File: src/rtl/hazard_control_if.sv
// rtl/hazard_control_if.sv - decode/execute sequencing bus between pipeline and hazard controller
interface hazard_control_if #(
  parameter int CNT_W = 16
);
  // decode-stage instruction description
  logic             id_valid;
  logic [4:0]       id_rs1;
  logic [4:0]       id_rs2;
  logic [4:0]       id_rd;
  logic             id_uses_rs1;
  logic             id_uses_rs2;
  logic             id_writes_rd;
  logic             id_is_load;
  // execute-stage branch resolution
  logic             ex_taken;
  // sequencing controls back to the pipeline
  logic             stall;
  logic             flush;
  logic [1:0]       fwd_rs1;
  logic [1:0]       fwd_rs2;
  logic             ex_busy;
  logic [CNT_W-1:0] bubble_count;

  // pipeline side: describes the decode instruction, consumes controls
  modport master (
    output id_valid, id_rs1, id_rs2, id_rd,
    output id_uses_rs1, id_uses_rs2, id_writes_rd, id_is_load,
    output ex_taken,
    input  stall, flush, fwd_rs1, fwd_rs2, ex_busy, bubble_count
  );

  // controller side
  modport slave (
    input  id_valid, id_rs1, id_rs2, id_rd,
    input  id_uses_rs1, id_uses_rs2, id_writes_rd, id_is_load,
    input  ex_taken,
    output stall, flush, fwd_rs1, fwd_rs2, ex_busy, bubble_count
  );
endinterface

File: src/rtl/hazard_control.sv
// rtl/hazard_control.sv - scoreboard, forwarding, load-use stall and branch flush for the 3-stage core
module hazard_control #(
  parameter int FLUSH_CYCLES = 2,
  parameter int CNT_W        = 16
) (
  input  logic            clk,
  input  logic            reset,
  hazard_control_if.slave bus
);

  typedef enum logic {RUN, FLUSH} state_t;

  localparam logic [2:0] FLUSH_LOAD = 3'(FLUSH_CYCLES - 1);
  localparam logic [1:0] SEL_RF     = 2'b00;
  localparam logic [1:0] SEL_EX     = 2'b01;
  localparam logic [1:0] SEL_WB     = 2'b10;

  state_t           state;
  // flush cycles still owed after the current one
  logic [2:0]       fcnt;

  // execute-slot shadow
  logic             ex_valid;
  logic             ex_writes;
  logic             ex_is_load;
  logic [4:0]       ex_rd;
  // write-slot shadow
  logic             wb_valid;
  logic             wb_writes;
  logic [4:0]       wb_rd;

  logic [CNT_W-1:0] bubble_q;

  logic             ex_m1;
  logic             ex_m2;
  logic             wb_m1;
  logic             wb_m2;
  logic             take;
  logic             flush_c;
  logic             load_hz;
  logic             stall_c;
  logic [1:0]       fwd1_c;
  logic [1:0]       fwd2_c;

  // x0 is hard-wired zero, so it never matches an in-flight producer
  assign ex_m1 = ex_valid & ex_writes & (ex_rd == bus.id_rs1) & (bus.id_rs1 != 5'd0);
  assign ex_m2 = ex_valid & ex_writes & (ex_rd == bus.id_rs2) & (bus.id_rs2 != 5'd0);
  assign wb_m1 = wb_valid & wb_writes & (wb_rd == bus.id_rs1) & (bus.id_rs1 != 5'd0);
  assign wb_m2 = wb_valid & wb_writes & (wb_rd == bus.id_rs2) & (bus.id_rs2 != 5'd0);

  // a bubble in execute cannot redirect fetch
  assign take    = bus.ex_taken & ex_valid;
  assign flush_c = (state == FLUSH) | take;

  // load data is not ready until the write stage, so a dependent reader waits one cycle
  assign load_hz = bus.id_valid & ex_is_load &
                   ((bus.id_uses_rs1 & ex_m1) | (bus.id_uses_rs2 & ex_m2));
  // a flush discards the stalled instruction anyway, so flush wins
  assign stall_c = load_hz & (state == RUN) & ~flush_c;

  // forwarding selects: execute result beats write result; loads cannot forward from execute
  always_comb begin
    fwd1_c = SEL_RF;
    fwd2_c = SEL_RF;
    if (!flush_c) begin
      if (bus.id_uses_rs1 & ex_m1 & ~ex_is_load) begin
        fwd1_c = SEL_EX;
      end else if (bus.id_uses_rs1 & wb_m1) begin
        fwd1_c = SEL_WB;
      end
      if (bus.id_uses_rs2 & ex_m2 & ~ex_is_load) begin
        fwd2_c = SEL_EX;
      end else if (bus.id_uses_rs2 & wb_m2) begin
        fwd2_c = SEL_WB;
      end
    end
  end

  // scoreboard advance: write takes execute, execute takes decode or a bubble
  always_ff @(posedge clk or posedge reset) begin
    if (reset) begin
      ex_valid   <= 1'b0;
      ex_writes  <= 1'b0;
      ex_is_load <= 1'b0;
      ex_rd      <= 5'd0;
      wb_valid   <= 1'b0;
      wb_writes  <= 1'b0;
      wb_rd      <= 5'd0;
    end else begin
      wb_valid   <= ex_valid;
      wb_writes  <= ex_writes;
      wb_rd      <= ex_rd;
      ex_valid   <= bus.id_valid & ~stall_c & ~flush_c;
      ex_writes  <= bus.id_writes_rd;
      ex_is_load <= bus.id_is_load;
      ex_rd      <= bus.id_rd;
    end
  end

  // branch flush sequencer: the taken cycle is the first flush cycle, FLUSH covers the rest
  always_ff @(posedge clk or posedge reset) begin
    if (reset) begin
      state <= RUN;
      fcnt  <= 3'd0;
    end else begin
      case (state)
        RUN: begin
          if (take && (FLUSH_CYCLES > 1)) begin
            state <= FLUSH;
            fcnt  <= FLUSH_LOAD;
          end
        end
        FLUSH: begin
          if (take && (FLUSH_CYCLES > 1)) begin
            fcnt <= FLUSH_LOAD;
          end else if (fcnt <= 3'd1) begin
            state <= RUN;
            fcnt  <= 3'd0;
          end else begin
            fcnt <= fcnt - 3'd1;
          end
        end
        default: begin
          state <= RUN;
          fcnt  <= 3'd0;
        end
      endcase
    end
  end

  // saturating bubble counter for performance debug
  always_ff @(posedge clk or posedge reset) begin
    if (reset) begin
      bubble_q <= '0;
    end else if ((stall_c | flush_c) && (bubble_q != {CNT_W{1'b1}})) begin
      bubble_q <= bubble_q + 1'b1;
    end
  end

  assign bus.stall        = stall_c;
  assign bus.flush        = flush_c;
  assign bus.fwd_rs1      = fwd1_c;
  assign bus.fwd_rs2      = fwd2_c;
  assign bus.ex_busy      = ex_valid;
  assign bus.bubble_count = bubble_q;

endmodule
File: src/flat_wrapper.sv
// flat-port wrapper written by rule: the top's interface ports become plain ports
module hazard_control_flat 
#(
  parameter int FLUSH_CYCLES = 2,
  parameter int CNT_W        = 16
)
  (clk, reset, bus_id_valid, bus_id_rs1, bus_id_rs2, bus_id_rd, bus_id_uses_rs1, bus_id_uses_rs2, bus_id_writes_rd, bus_id_is_load, bus_ex_taken, bus_stall, bus_flush, bus_fwd_rs1, bus_fwd_rs2, bus_ex_busy, bus_bubble_count);
  hazard_control_if #(.CNT_W(CNT_W)) bus_i ();
  input  logic clk;
  input  logic reset;
  input wire logic [$bits(bus_i.id_valid)-1:0] bus_id_valid;
  input wire logic [$bits(bus_i.id_rs1)-1:0] bus_id_rs1;
  input wire logic [$bits(bus_i.id_rs2)-1:0] bus_id_rs2;
  input wire logic [$bits(bus_i.id_rd)-1:0] bus_id_rd;
  input wire logic [$bits(bus_i.id_uses_rs1)-1:0] bus_id_uses_rs1;
  input wire logic [$bits(bus_i.id_uses_rs2)-1:0] bus_id_uses_rs2;
  input wire logic [$bits(bus_i.id_writes_rd)-1:0] bus_id_writes_rd;
  input wire logic [$bits(bus_i.id_is_load)-1:0] bus_id_is_load;
  input wire logic [$bits(bus_i.ex_taken)-1:0] bus_ex_taken;
  output wire logic [$bits(bus_i.stall)-1:0] bus_stall;
  output wire logic [$bits(bus_i.flush)-1:0] bus_flush;
  output wire logic [$bits(bus_i.fwd_rs1)-1:0] bus_fwd_rs1;
  output wire logic [$bits(bus_i.fwd_rs2)-1:0] bus_fwd_rs2;
  output wire logic [$bits(bus_i.ex_busy)-1:0] bus_ex_busy;
  output wire logic [$bits(bus_i.bubble_count)-1:0] bus_bubble_count;
  assign bus_i.id_valid = bus_id_valid;
  assign bus_i.id_rs1 = bus_id_rs1;
  assign bus_i.id_rs2 = bus_id_rs2;
  assign bus_i.id_rd = bus_id_rd;
  assign bus_i.id_uses_rs1 = bus_id_uses_rs1;
  assign bus_i.id_uses_rs2 = bus_id_uses_rs2;
  assign bus_i.id_writes_rd = bus_id_writes_rd;
  assign bus_i.id_is_load = bus_id_is_load;
  assign bus_i.ex_taken = bus_ex_taken;
  assign bus_stall = bus_i.stall;
  assign bus_flush = bus_i.flush;
  assign bus_fwd_rs1 = bus_i.fwd_rs1;
  assign bus_fwd_rs2 = bus_i.fwd_rs2;
  assign bus_ex_busy = bus_i.ex_busy;
  assign bus_bubble_count = bus_i.bubble_count;
  hazard_control #(.FLUSH_CYCLES(FLUSH_CYCLES), .CNT_W(CNT_W)) u_core (.clk(clk), .reset(reset), .bus(bus_i));
endmodule
File: config.mk
export PLATFORM = sky130hd
export DESIGN_NAME = hazard_control_flat
export DESIGN_NICKNAME = d
export VERILOG_FILES = /design/src/rtl/hazard_control_if.sv /design/src/rtl/hazard_control.sv /design/src/flat_wrapper.sv
export SDC_FILE = /design/constraint.sdc
export NUM_CORES = 1
export LEC_CHECK = 0
export BUFFER_PORTS_ARGS = -buffer_cell sky130_fd_sc_hd__buf_4
export CORE_MARGIN = 4
export CORE_UTILIZATION = 35
export DETAILED_ROUTE_END_ITERATION = 7
export GPL_TIMING_DRIVEN = 0
export SETUP_SLACK_MARGIN = 0.5
export SLEW_MARGIN = 5
export SYNTH_ARGS = -nofsm -noshare
export SYNTH_HDL_FRONTEND = slang
export SYNTH_SLANG_ARGS = --single-unit
File: constraint.sdc
create_clock -name clk -period 2.8 [get_ports clk]
set_input_delay 0.56 -clock clk [delete_from_list [all_inputs] [get_ports clk]]
set_output_delay 0.56 -clock clk [all_outputs]
set_load 0.05 [all_outputs]
==> flow_metrics.py <==
metrics = {
    "yosys": {
        "avgSynthCellArea_um2": 11.0,
        "synth_cell_types": 36,
        "synth_edf_count": 0,
        "synth.largest_area_cell": "dfrtp_1",
        "synthCells": 165,
        "ys_top_cells_by_area": "dfrtp_1 (48%), xor2_1 (7.7%), xnor2_1 (6.7%)",
        "synth_nets": 191,
        "ys_ff_latch": 35,
        "synth_common_cells": "dfrtp_1 (35), xor2_1 (16), xnor2_1 (14)",
        "yosysWarnings": 0,
        "synth_ff_type": "dfrtp_1",
        "synth_top_area_share_pct": 48.1,
        "async_flop_share_pct": 100,
        "synth.most_common_cell": "dfrtp_1",
        "synth.cell_area_mm2": 0.00182,
        "ys_seq_area_share_pct": 48.1,
    },
    "grt": {
        "gr-total-overflow": 0,
        "grt_pass1_vias": 1592,
        "grt_pass1_wl_um": 7670,
        "antenna_found_initial": 0,
        "grt_use_total_pct": 15.3,
        "grt_max_degree": 36,
    },
    "placed_design": {
        "dp_hpwl_um": 3070,
        "place_area_mm2": 0.00236,
        "gp_congestion": 0.855,
        "dp.cells": 277,
        "io_buffers": 45,
    },
    "power": {
        "peakVddDrop_v": 0.000681,
        "leakage_nw": 1.27,
        "total_power_w": 0.00214,
        "power_density_mw_per_mm2": 717,
    },
    "timing": {
        "timing.hold.ws_ps": 374,
        "skew_ps": 7.51,
        "slew_viol_final": 0,
        "maxSlewHeadroom_pct": 51.4,
        "fin_ws_ps": -129,
        "tightestPinTransition_ps": 728,
        "setup_viol": 3,
        "rsz0062_at_grt": "true",
        "fin_crit_sh_pct": 105,
        "fmax_ghz": 0.341,
        "finalHoldViolations": 0,
        "post-route-min-period_ps": 2930,
    },
    "finish": {
        "stdcell_count": 309,
        "diodes": 0,
        "post-route-cell-area_mm2": 0.00298,
        "fillers": 401,
        "nets": 267,
        "drive_gt1_share_pct": 51.7,
        "post-route-util_pct": 61.1,
        "area_growth_pct": 63.8,
    },
    "drt": {
        "wl_met3_um": 221,
        "dr_total_vias": 1558,
        "wl_met1_um": 2200,
        "dr.pass1.iters": 4,
        "dr.first_iter.drc_count": 53,
        "avgViaCountPerCell": 5.04,
        "final_antenna_net_count": 0,
        "wire_per_inst_um": 15.3,
        "drt-total-wl_um": 4740,
        "wl_met2_um": 2280,
        "drcViolationCount": 0,
        "routed.top_layer": "met4",
    },
    "setup_path": {
        "timing.rr.start": "u_core.ex_rd[3]",
        "cp_common_cell": "buf_6",
        "cp_num_buf_inv": 4,
        "end_kind": "output port",
        "worst_r2r_endpoint": "u_core.bus.bubble_count[14]",
        "worstPathArrival_ps": 2370,
        "critPathKind": "reg2out",
        "critPathTopFamily": "buffers and inverters",
        "start_kind": "flop",
        "critPathMaxStageDelay_ps": 440,
        "r2r_setup_slack_ps": -20,
        "cp_cell_sequence": "buf_4, xnor2_2, nand4_1, or4_4, a211o_1, buf_6, buf_12, a21oi_4, buf_6",
        "cp.depth": 9,
        "cp_slowest_cell": "or4_4",
        "path_max_fanout": 3,
        "reg2regPathDepth": 11,
        "cp.required_ps": 2240,
    },
    "die": {
        "die_h_um": 80.1,
        "dieArea_mm2": 0.00642,
        "fp.dieW_um": 80.1,
        "core_area_mm2": 0.00488,
        "rows": 25,
        "ios": 46,
        "start_util_pct": 37.3,
    },
    "status": {
        "status": "complete, but fails checks",
        "violations": "negative setup slack",
    },
    "clock_network": {
        "clk_latency_ps": 290,
        "cts_num_sinks": 35,
        "cts.clk_slew.worst_paths_ps": 80,
        "numCtsBuffers": 5,
        "cts.htree.levels": 2,
        "cts_hold_buf": 0,
        "cts_root_buffer": "clkbuf_8",
        "cts_buffer_depth": 2,
        "cts_tree": "done",
    },
    "flow_run": {
        "cap_violations": 0,
    },
    "min_path": {
        "worstHoldEndpoint": "u_core.ex_rd[1]",
        "hold_depth": 1,
        "min_from": "bus_id_rd[1]",
        "hold_path.class": "in2reg",
    },
}
==> flip-flops by register name (all words and copies together) (netlist names) <==
signal and flops:
u_core.bus.bubble_count 16, u_core.ex_rd 5, u_core.wb_rd 5, u_core.fcnt 3, u_core.bus.ex_busy 1, u_core.ex_is_load 1, u_core.ex_writes 1, u_core.state 1
u_core.wb_valid 1, u_core.wb_writes 1
==> per-stage QoR <==
step / setup WS [ps] / setup TNS [ps]
after floorplan: 52.5 / 0
after global placement: -200 / -200
after detailed placement: -192 / -192
after CTS: -156 / -156
after global routing: -236 / -674
final: -129 / -154
==> what timing repair did <==
item | 4_1_cts | 5_1_grt
cloned | 0 | 1
buffers inserted | 17 | 6
endpoints found under the setup margin | 19 | 23
pin swaps | 29 | 20
gates resized for setup | 46 | 16
==> cells by family after synthesis <==
family / share of synthesized area [%]
and+or+nand+nor: 14.0
DFF: 48.1
AOI/OAI and AO/OA: 15.7
xor gates and xnor gates: 14.4
buffers and inverters: 3.16
muxes: 2.48
adders and majority gates: 2.06
==> metal layers <==
layer  vias up  GRT usage, %
met3         4          3.70
met5         -             0
met4         0          5.07
li1        749             -
met1       765          20.3
met2        40          24.3
==> where the power goes <==
part	total, W	switching, W	internal, W
clock	0.000459	0.000193	0.000265
combinational	0.000963	0.000570	0.000393
sequential	0.000714	0.000116	0.000597
total	0.00214	0.000880	0.00126
==> area by class of cell <==
class                      count  area, um2  share of cell area (%)
clock inverter                 3       43.8                    1.47
multi-input combinational    117       1170                    39.1
tap                           67       83.8                    2.81
clock buffer                   5       68.8                    2.31
buffer                         4       65.1                    2.18
timing repair buffer          69        636                    21.3
inverter                       9       36.3                    1.22
sequential                    35        880                    29.5
==> worst max-delay path by stage <==
stage | from | end | slack (ps)
3_5_place_dp | bus_id_rs1[3] | bus_stall | -190
2_1_floorplan | bus_id_rs2[0] | bus_stall | 50
6_report | u_core.ex_rd[3] | bus_stall | -130
4_1_cts | u_core.ex_rd[3] | bus_stall | -160
5_1_grt | u_core.ex_rd[4] | bus_stall | -240
3_3_place_gp | bus_id_rs1[3] | bus_stall | -200
==> placed cells by master, fill, tap and decap left out, types with 2 or more instances in the layout <==
| master | count |
|---|---|
| buf_8 | 2 |
| ha_1 | 3 |
| a21oi_4 | 6 |
| buf_12 | 4 |
| inv_2 | 2 |
| buf_4 | 48 |
| a2111oi_4 | 4 |
| nor2_4 | 3 |
| inv_1 | 6 |
| dfrtp_1 | 34 |
| xor2_1 | 16 |
| nor4_2 | 2 |
| o21ai_4 | 2 |
| xnor2_2 | 3 |
| nand3_1 | 8 |
| nand4_1 | 6 |
| nor3_4 | 4 |
| buf_6 | 17 |
| a211oi_4 | 2 |
| or4_4 | 4 |
| nand2_1 | 12 |
| mux2_4 | 4 |
| nor2_1 | 3 |
| a211oi_2 | 4 |
| a21oi_1 | 3 |
| a22o_1 | 2 |
| and3_1 | 3 |
| xnor2_1 | 11 |
| clkbuf_8 | 6 |
Note: power is estimated with default switching activity, not from simulation.
